--- src/rtl/intro_sequencer_if.sv ---
// Control and pose signals between the title-screen sequencer and its surroundings.
// The master side drives vsync/restart/skip; the slave side is the sequencer.
interface intro_sequencer_if;
  logic               vsync;
  logic               restart;
  logic               skip;
  logic               frame_tick;
  logic signed [11:0] logo_hoffset;
  logic signed [11:0] head_voffset;
  logic        [1:0]  state;
  logic               done;

  modport master (
    output vsync, restart, skip,
    input  frame_tick, logo_hoffset, head_voffset, state, done
  );

  modport slave (
    input  vsync, restart, skip,
    output frame_tick, logo_hoffset, head_voffset, state, done
  );
endinterface

--- src/rtl/intro_sequencer.sv ---
// Title-intro animation controller: one step per vsync rising edge through
// HOLD -> logo SLIDE -> head DROP -> DONE, driving the layer offsets.
module intro_sequencer #(
  parameter int HOLD_FRAMES = 45,
  parameter int SLIDE_STEP  = 5,
  parameter int SLIDE_END   = -600,
  parameter int HEAD_START  = -170,
  parameter int DROP_STEP   = 10
) (
  input  logic             CLK100MHZ,
  input  logic             CPU_RESETN,
  intro_sequencer_if.slave bus
);

  typedef enum logic [1:0] {
    S_HOLD  = 2'b00,
    S_SLIDE = 2'b01,
    S_DROP  = 2'b10,
    S_DONE  = 2'b11
  } state_t;

  localparam state_t             START_STATE = (HOLD_FRAMES == 0) ? S_SLIDE : S_HOLD;
  localparam logic        [15:0] HOLD_INIT   = 16'(HOLD_FRAMES);
  localparam logic signed [11:0] END12       = 12'(SLIDE_END);
  localparam logic signed [12:0] END13       = 13'(SLIDE_END);
  localparam logic signed [11:0] HEAD12      = 12'(HEAD_START);
  localparam logic signed [12:0] SSTEP13     = 13'(SLIDE_STEP);
  localparam logic signed [12:0] DSTEP13     = 13'(DROP_STEP);

  // Step left by SLIDE_STEP but never past SLIDE_END.
  function automatic logic signed [11:0] slide_clamp(input logic signed [11:0] cur);
    logic signed [12:0] nxt;
    nxt = $signed({cur[11], cur}) - SSTEP13;
    slide_clamp = (nxt <= END13) ? END12 : nxt[11:0];
  endfunction

  // Step down by DROP_STEP but never past zero.
  function automatic logic signed [11:0] drop_clamp(input logic signed [11:0] cur);
    logic signed [12:0] nxt;
    nxt = $signed({cur[11], cur}) + DSTEP13;
    drop_clamp = (nxt >= 13'sd0) ? 12'sd0 : nxt[11:0];
  endfunction

  logic               sync_p0, sync_p1, sync_p2;
  logic               tick_q;
  state_t             state_q, state_d;
  logic signed [11:0] logo_q, logo_d, slide_v;
  logic signed [11:0] head_q, head_d, drop_v;
  logic        [15:0] cnt_q, cnt_d;

  // vsync synchroniser / edge detect, then the pose registers.
  always_ff @(posedge CLK100MHZ) begin
    if (!CPU_RESETN) begin
      sync_p0 <= 1'b0;
      sync_p1 <= 1'b0;
      sync_p2 <= 1'b0;
      tick_q  <= 1'b0;
      state_q <= START_STATE;
      logo_q  <= 12'sd0;
      head_q  <= HEAD12;
      cnt_q   <= HOLD_INIT;
    end else begin
      sync_p0 <= bus.vsync;
      sync_p1 <= sync_p0;
      sync_p2 <= sync_p1;
      tick_q  <= bus.restart ? 1'b0 : (sync_p1 & ~sync_p2);
      state_q <= state_d;
      logo_q  <= logo_d;
      head_q  <= head_d;
      cnt_q   <= cnt_d;
    end
  end

  always_comb begin
    state_d = state_q;
    logo_d  = logo_q;
    head_d  = head_q;
    cnt_d   = cnt_q;
    slide_v = slide_clamp(logo_q);
    drop_v  = drop_clamp(head_q);
    if (bus.restart) begin
      state_d = START_STATE;
      logo_d  = 12'sd0;
      head_d  = HEAD12;
      cnt_d   = HOLD_INIT;
    end else if (bus.skip && state_q != S_DONE) begin
      state_d = S_DONE;
      logo_d  = END12;
      head_d  = 12'sd0;
    end else if (tick_q) begin
      unique case (state_q)
        S_HOLD: begin
          cnt_d = cnt_q - 16'd1;
          if (cnt_q == 16'd1) state_d = S_SLIDE;
        end
        S_SLIDE: begin
          logo_d = slide_v;
          if (slide_v == END12) state_d = S_DROP;
        end
        S_DROP: begin
          head_d = drop_v;
          if (drop_v == 12'sd0) state_d = S_DONE;
        end
        default: ;
      endcase
    end
  end

  always_comb begin
    bus.frame_tick   = tick_q;
    bus.logo_hoffset = logo_q;
    bus.head_voffset = head_q;
    bus.state        = state_q;
    bus.done         = (state_q == S_DONE);
  end

endmodule

--- src/flat_wrapper.sv ---
// flat-port wrapper written by rule: the top's interface ports become plain ports
module intro_sequencer_flat 
#(
  parameter int HOLD_FRAMES = 45,
  parameter int SLIDE_STEP  = 5,
  parameter int SLIDE_END   = -600,
  parameter int HEAD_START  = -170,
  parameter int DROP_STEP   = 10
)
  (CLK100MHZ, CPU_RESETN, bus_vsync, bus_restart, bus_skip, bus_frame_tick, bus_logo_hoffset, bus_head_voffset, bus_state, bus_done);
  intro_sequencer_if bus_i ();
  input  logic CLK100MHZ;
  input  logic CPU_RESETN;
  input wire logic [$bits(bus_i.vsync)-1:0] bus_vsync;
  input wire logic [$bits(bus_i.restart)-1:0] bus_restart;
  input wire logic [$bits(bus_i.skip)-1:0] bus_skip;
  output wire logic [$bits(bus_i.frame_tick)-1:0] bus_frame_tick;
  output wire logic [$bits(bus_i.logo_hoffset)-1:0] bus_logo_hoffset;
  output wire logic [$bits(bus_i.head_voffset)-1:0] bus_head_voffset;
  output wire logic [$bits(bus_i.state)-1:0] bus_state;
  output wire logic [$bits(bus_i.done)-1:0] bus_done;
  assign bus_i.vsync = bus_vsync;
  assign bus_i.restart = bus_restart;
  assign bus_i.skip = bus_skip;
  assign bus_frame_tick = bus_i.frame_tick;
  assign bus_logo_hoffset = bus_i.logo_hoffset;
  assign bus_head_voffset = bus_i.head_voffset;
  assign bus_state = bus_i.state;
  assign bus_done = bus_i.done;
  intro_sequencer #(.HOLD_FRAMES(HOLD_FRAMES), .SLIDE_STEP(SLIDE_STEP), .SLIDE_END(SLIDE_END), .HEAD_START(HEAD_START), .DROP_STEP(DROP_STEP)) u_core (.CLK100MHZ(CLK100MHZ), .CPU_RESETN(CPU_RESETN), .bus(bus_i));
endmodule
--- config.mk ---
export PLATFORM = sky130hd
export DESIGN_NAME = intro_sequencer_flat
export DESIGN_NICKNAME = d
export VERILOG_FILES = /design/src/rtl/intro_sequencer_if.sv /design/src/rtl/intro_sequencer.sv /design/src/flat_wrapper.sv
export SDC_FILE = /design/constraint.sdc
export NUM_CORES = 1
export LEC_CHECK = 0
export BUFFER_PORTS_ARGS = -buffer_cell sky130_fd_sc_hd__buf_4
export CORE_MARGIN = 2
export CORE_UTILIZATION = 40
export DETAILED_ROUTE_END_ITERATION = 10
export GPL_ROUTABILITY_DRIVEN = 0
export HOLD_SLACK_MARGIN = 0.03
export PLACE_DENSITY_LB_ADDON = 0.08
export SETUP_SLACK_MARGIN = 0.5
export SLEW_MARGIN = 20
export SYNTH_ARGS = -nofsm -noshare
export SYNTH_HDL_FRONTEND = slang
export SYNTH_SLANG_ARGS = --single-unit
--- constraint.sdc ---
create_clock -name CLK100MHZ -period 3.3 [get_ports CLK100MHZ]
set_clock_uncertainty 0.2 [all_clocks]
set_input_delay 0.66 -clock CLK100MHZ [delete_from_list [all_inputs] [get_ports CLK100MHZ]]
set_output_delay 0.66 -clock CLK100MHZ [all_outputs]
set_load 0.01 [all_outputs]
==> summary.md <==
| Metric | Value |
|---|---|
| Slew @ Worst Pin | `0.511 ns` |
| Crit path capture type | `flop` |
| Ys async rst share | `0%` |
| Die height | `82.8 um` |
| CTS clock-pin slew for the worst setup and hold paths | `0.09 ns` |
| Drt total wl | `5830 um` |
| Largest net degree at the start of global routing | `17` |
| Final min period | `2.74 ns` |
| Worst path required time | `3.30 ns` |
| Post-route ant nets | `0` |
| Seq pwr share | `51.8%` |
| Remaining Overflow, GRT | `0` |
| Flops & latches, synth | `46` |
| Final setup violation count | `0` |
| CP Data Arrival Time | `2.73 ns` |
| IO Pins | `33` |
| 1st-pass router iterations | `4` |
| Worst r2r src | `u_core.cnt_q[6]` |
| Vias after detailed routing | `2281` |
| Hold_sp | `u_core.sync_p2` |
| Switch share | `26.4%` |
| Worst hold endpoint | `u_core.bus.frame_tick` |
| Final max-slew violation count | `0` |
| Pwr Total | `0.00112 W` |
| Ys Warns | `0` |
| Peak supply drop | `0.228 mV` |
| Root Buffer | `clkbuf_8` |
| Post-Synthesis Cells | `305` |
| PD cells | `375 nW/um2` |
| Mean post-synth cell area | `8.15 um2` |
| Clock Path Buffers | `2` |
| CTS Buf Count | `5` |
| CP Max Fanout | `6` |
| CTS tree | `built` |
| Clock Latency Late Sink | `0.30 ns` |
| Synth Cell Area | `2480 um2` |
| Status | `finished clean` |
| Worst R2R Setup Slack | `0.56 ns` |
| Setup repair after global routing missed its margin | `true` |
| Clock sinks | `46` |
| Fin nets | `355` |
| ANT cells | `0` |
| Internal power | `0.000825 W` |
| Fin Setup TNS | `0 ns` |
| Hold-fix buffers, CTS | `0` |
| Net Sw Power | `0.000296 W` |
| Max-cap check violation count | `0` |
| Worst setup SP type | `flop` |
| Netlist cell types | `54` |
| Crit Path Category | `reg -> reg` |
| DR DRC count | `0` |
| Via density | `5.47` |
| Clk network pwr share | `34.7%` |
| Area contributors post-synth | `dfxtp_1 (37%), nor2_1 (5.6%), xnor2_1 (5.3%)` |
| Leak pwr | `1.13 nW` |
| Die width | `82.8 um` |
| DIE AREA | `6860 um2` |
| Seq/Total Area, Yosys | `37.1%` |
| Number of synthesized flops with an enable pin | `0` |
| Max Fclk | `0.365 GHz` |
| Relative slew slack | `65.6%` |
| Hold Crit Depth | `1` |
| Initial antenna violation count | `0` |
| Wirelength per Cell | `14.0 um` |
| Initial Util | `41.7%` |
| CTS H-tree depth | `2` |
| Share of layout cells above drive strength 1 | `21.6%` |
| Iter 0 DRT Violations | `114` |
| Hold crit path type | `reg -> reg` |
| Share of the clock period used by the worst path | `82.9%` |
| Post-Syn Nets | `319` |
| Total track usage | `17.1%` |
| Hold Vio Cnt, Final | `0` |
| IO buf count | `32` |
| Leading area contributor after synthesis | `dfxtp_1` |
| P&R area growth vs syn | `20.2%` |
| Site Rows | `28` |
| Reg2Reg Depth | `7` |
| Core box area | `5960 um2` |
| Share of Yosys cell area claimed by the top area cell type | `37.1%` |
| First-pass GRT wire length | `9870 um` |
| Combinational share of power | `13.5%` |
| Top-count cell post-synth | `dfxtp_1` |
| Most used DFF post-synth | `dfxtp_1` |
| Vias in the first global route | `2050` |
| Top cells by count, synth | `dfxtp_1 (46), nor2_1 (37), nand2_1 (23)` |
| Final HPWL DP | `4180 um` |
| Reg2reg end | `u_core.bus.state[1]` |
==> routing by layer <==
metal	vias to the layer above	GRT usage (%)	routed length [um]
met5	-	0	0
met4	0	4.92	51
met3	7	3.08	254
met2	52	26.3	2540
met1	1050	24.5	2980
li1	1172	-	-
==> layout make-up <==
cell class	instances	area (um2)
Fill cell	616	2970
Multi-Input combinational cell	236	1510
Sequential cell	46	925
Timing Repair Buffer	41	308
Clock buffer	7	96.3
Tap cell	75	93.8
Inverter	11	41.3
Clock inverter	1	8.76
==> flip-flops by register name (all words and copies together) (netlist names) <==
name / count
u_core.bus.frame_tick: 1
u_core.bus.head_voffset: 12
u_core.bus.logo_hoffset: 12
u_core.bus.state: 2
u_core.cnt_q: 16
u_core.sync_p0: 1
u_core.sync_p1: 1
u_core.sync_p2: 1
==> power groups by stage <==
stage | sequential (W) | combinational [W] | clock, W
after global placement | 0.000593 | 0.000134 | 0
after global routing | 0.000583 | 0.000169 | 0.000416
final | 0.000580 | 0.000152 | 0.000389
after floorplan | 0.000593 | 0.0000884 | 0
after CTS | 0.000580 | 0.000138 | 0.000399
after detailed placement | 0.000593 | 0.000134 | 0
==> timing repair <==
| item | in CTS | in global routing |
|---|---|---|
| resized for setup | 5 | 9 |
| setup endpoints to repair | 11 | 13 |
| cloned | 0 | 0 |
| pin swaps | 1 | 2 |
| buffers inserted | 0 | 3 |
==> layout by cell type, fill, tap and decap left out, drive strengths merged, types with 3 or more instances in the layout <==
master  netlist  layout
nand4         7       7
o21ai        17      17
a211oi        7       7
o21bai        3       3
nor2         37      37
nor4          7       7
xor2          4       4
ha            9       9
and2          4       4
o211ai        5       5
a21boi        3       3
nand3        12      12
a21oi        17      17
a31oi         4       4
nand2        24      24
dfxtp        46      46
xnor2        15      15
clkbuf        8       7
buf           4      41
or3           8       8
and3          5       5
nor3         11      11
nor2b         3       3
nand2b        5       5
inv          11      11
==> worst max-delay path by stage <==
stage,start,endpoint
2_1_floorplan,u_core.bus.logo_hoffset[0],u_core.bus.logo_hoffset[1]
3_5_place_dp,u_core.bus.logo_hoffset[0],u_core.bus.logo_hoffset[1]
4_1_cts,u_core.cnt_q[6],u_core.bus.state[1]
6_report,u_core.cnt_q[6],u_core.bus.state[1]
3_3_place_gp,u_core.bus.logo_hoffset[0],u_core.bus.logo_hoffset[1]
5_1_grt,u_core.bus.logo_hoffset[2],u_core.bus.state[1]
==> kinds of logic after synthesis <==
| family | count (synthesis) | synth area share [%] |
|---|---|---|
| compound gates | 75 | 20.1 |
| mux | 3 | 1.26 |
| buf+inv | 23 | 3.73 |
| flops | 46 | 37.1 |
| simple gates | 130 | 26.6 |
| fa+ha+maj | 9 | 4.53 |
| xor+xnor | 19 | 6.70 |
==> worst max-delay path: stages, from the launching register on <==
cell and delay [ns]:
dfxtp_2 0.35, or4_4 0.55, or3_4 0.35, or3_4 0.36, o211ai_2 0.18, nand2_2 0.07, or3_1 0.31, o221a_1 0.26
==> through the flow <==
step	hold WS, ns	utilization (%)	area, um2	cells	setup WS, ns
6_report	0.200	50.1	2990	417	0.564
5_1_grt	0.218	50.1	2990	417	0.461
4_1_cts	0.203	49.2	2930	414	0.506
3_5_place_dp	0.181	47.2	2810	406	0.279
3_3_place_gp	0.191	47.2	2810	406	0.422
2_1_floorplan	0.172	-	2480	305	0.521
No activity file was read; power rests on OpenSTA's default activity.
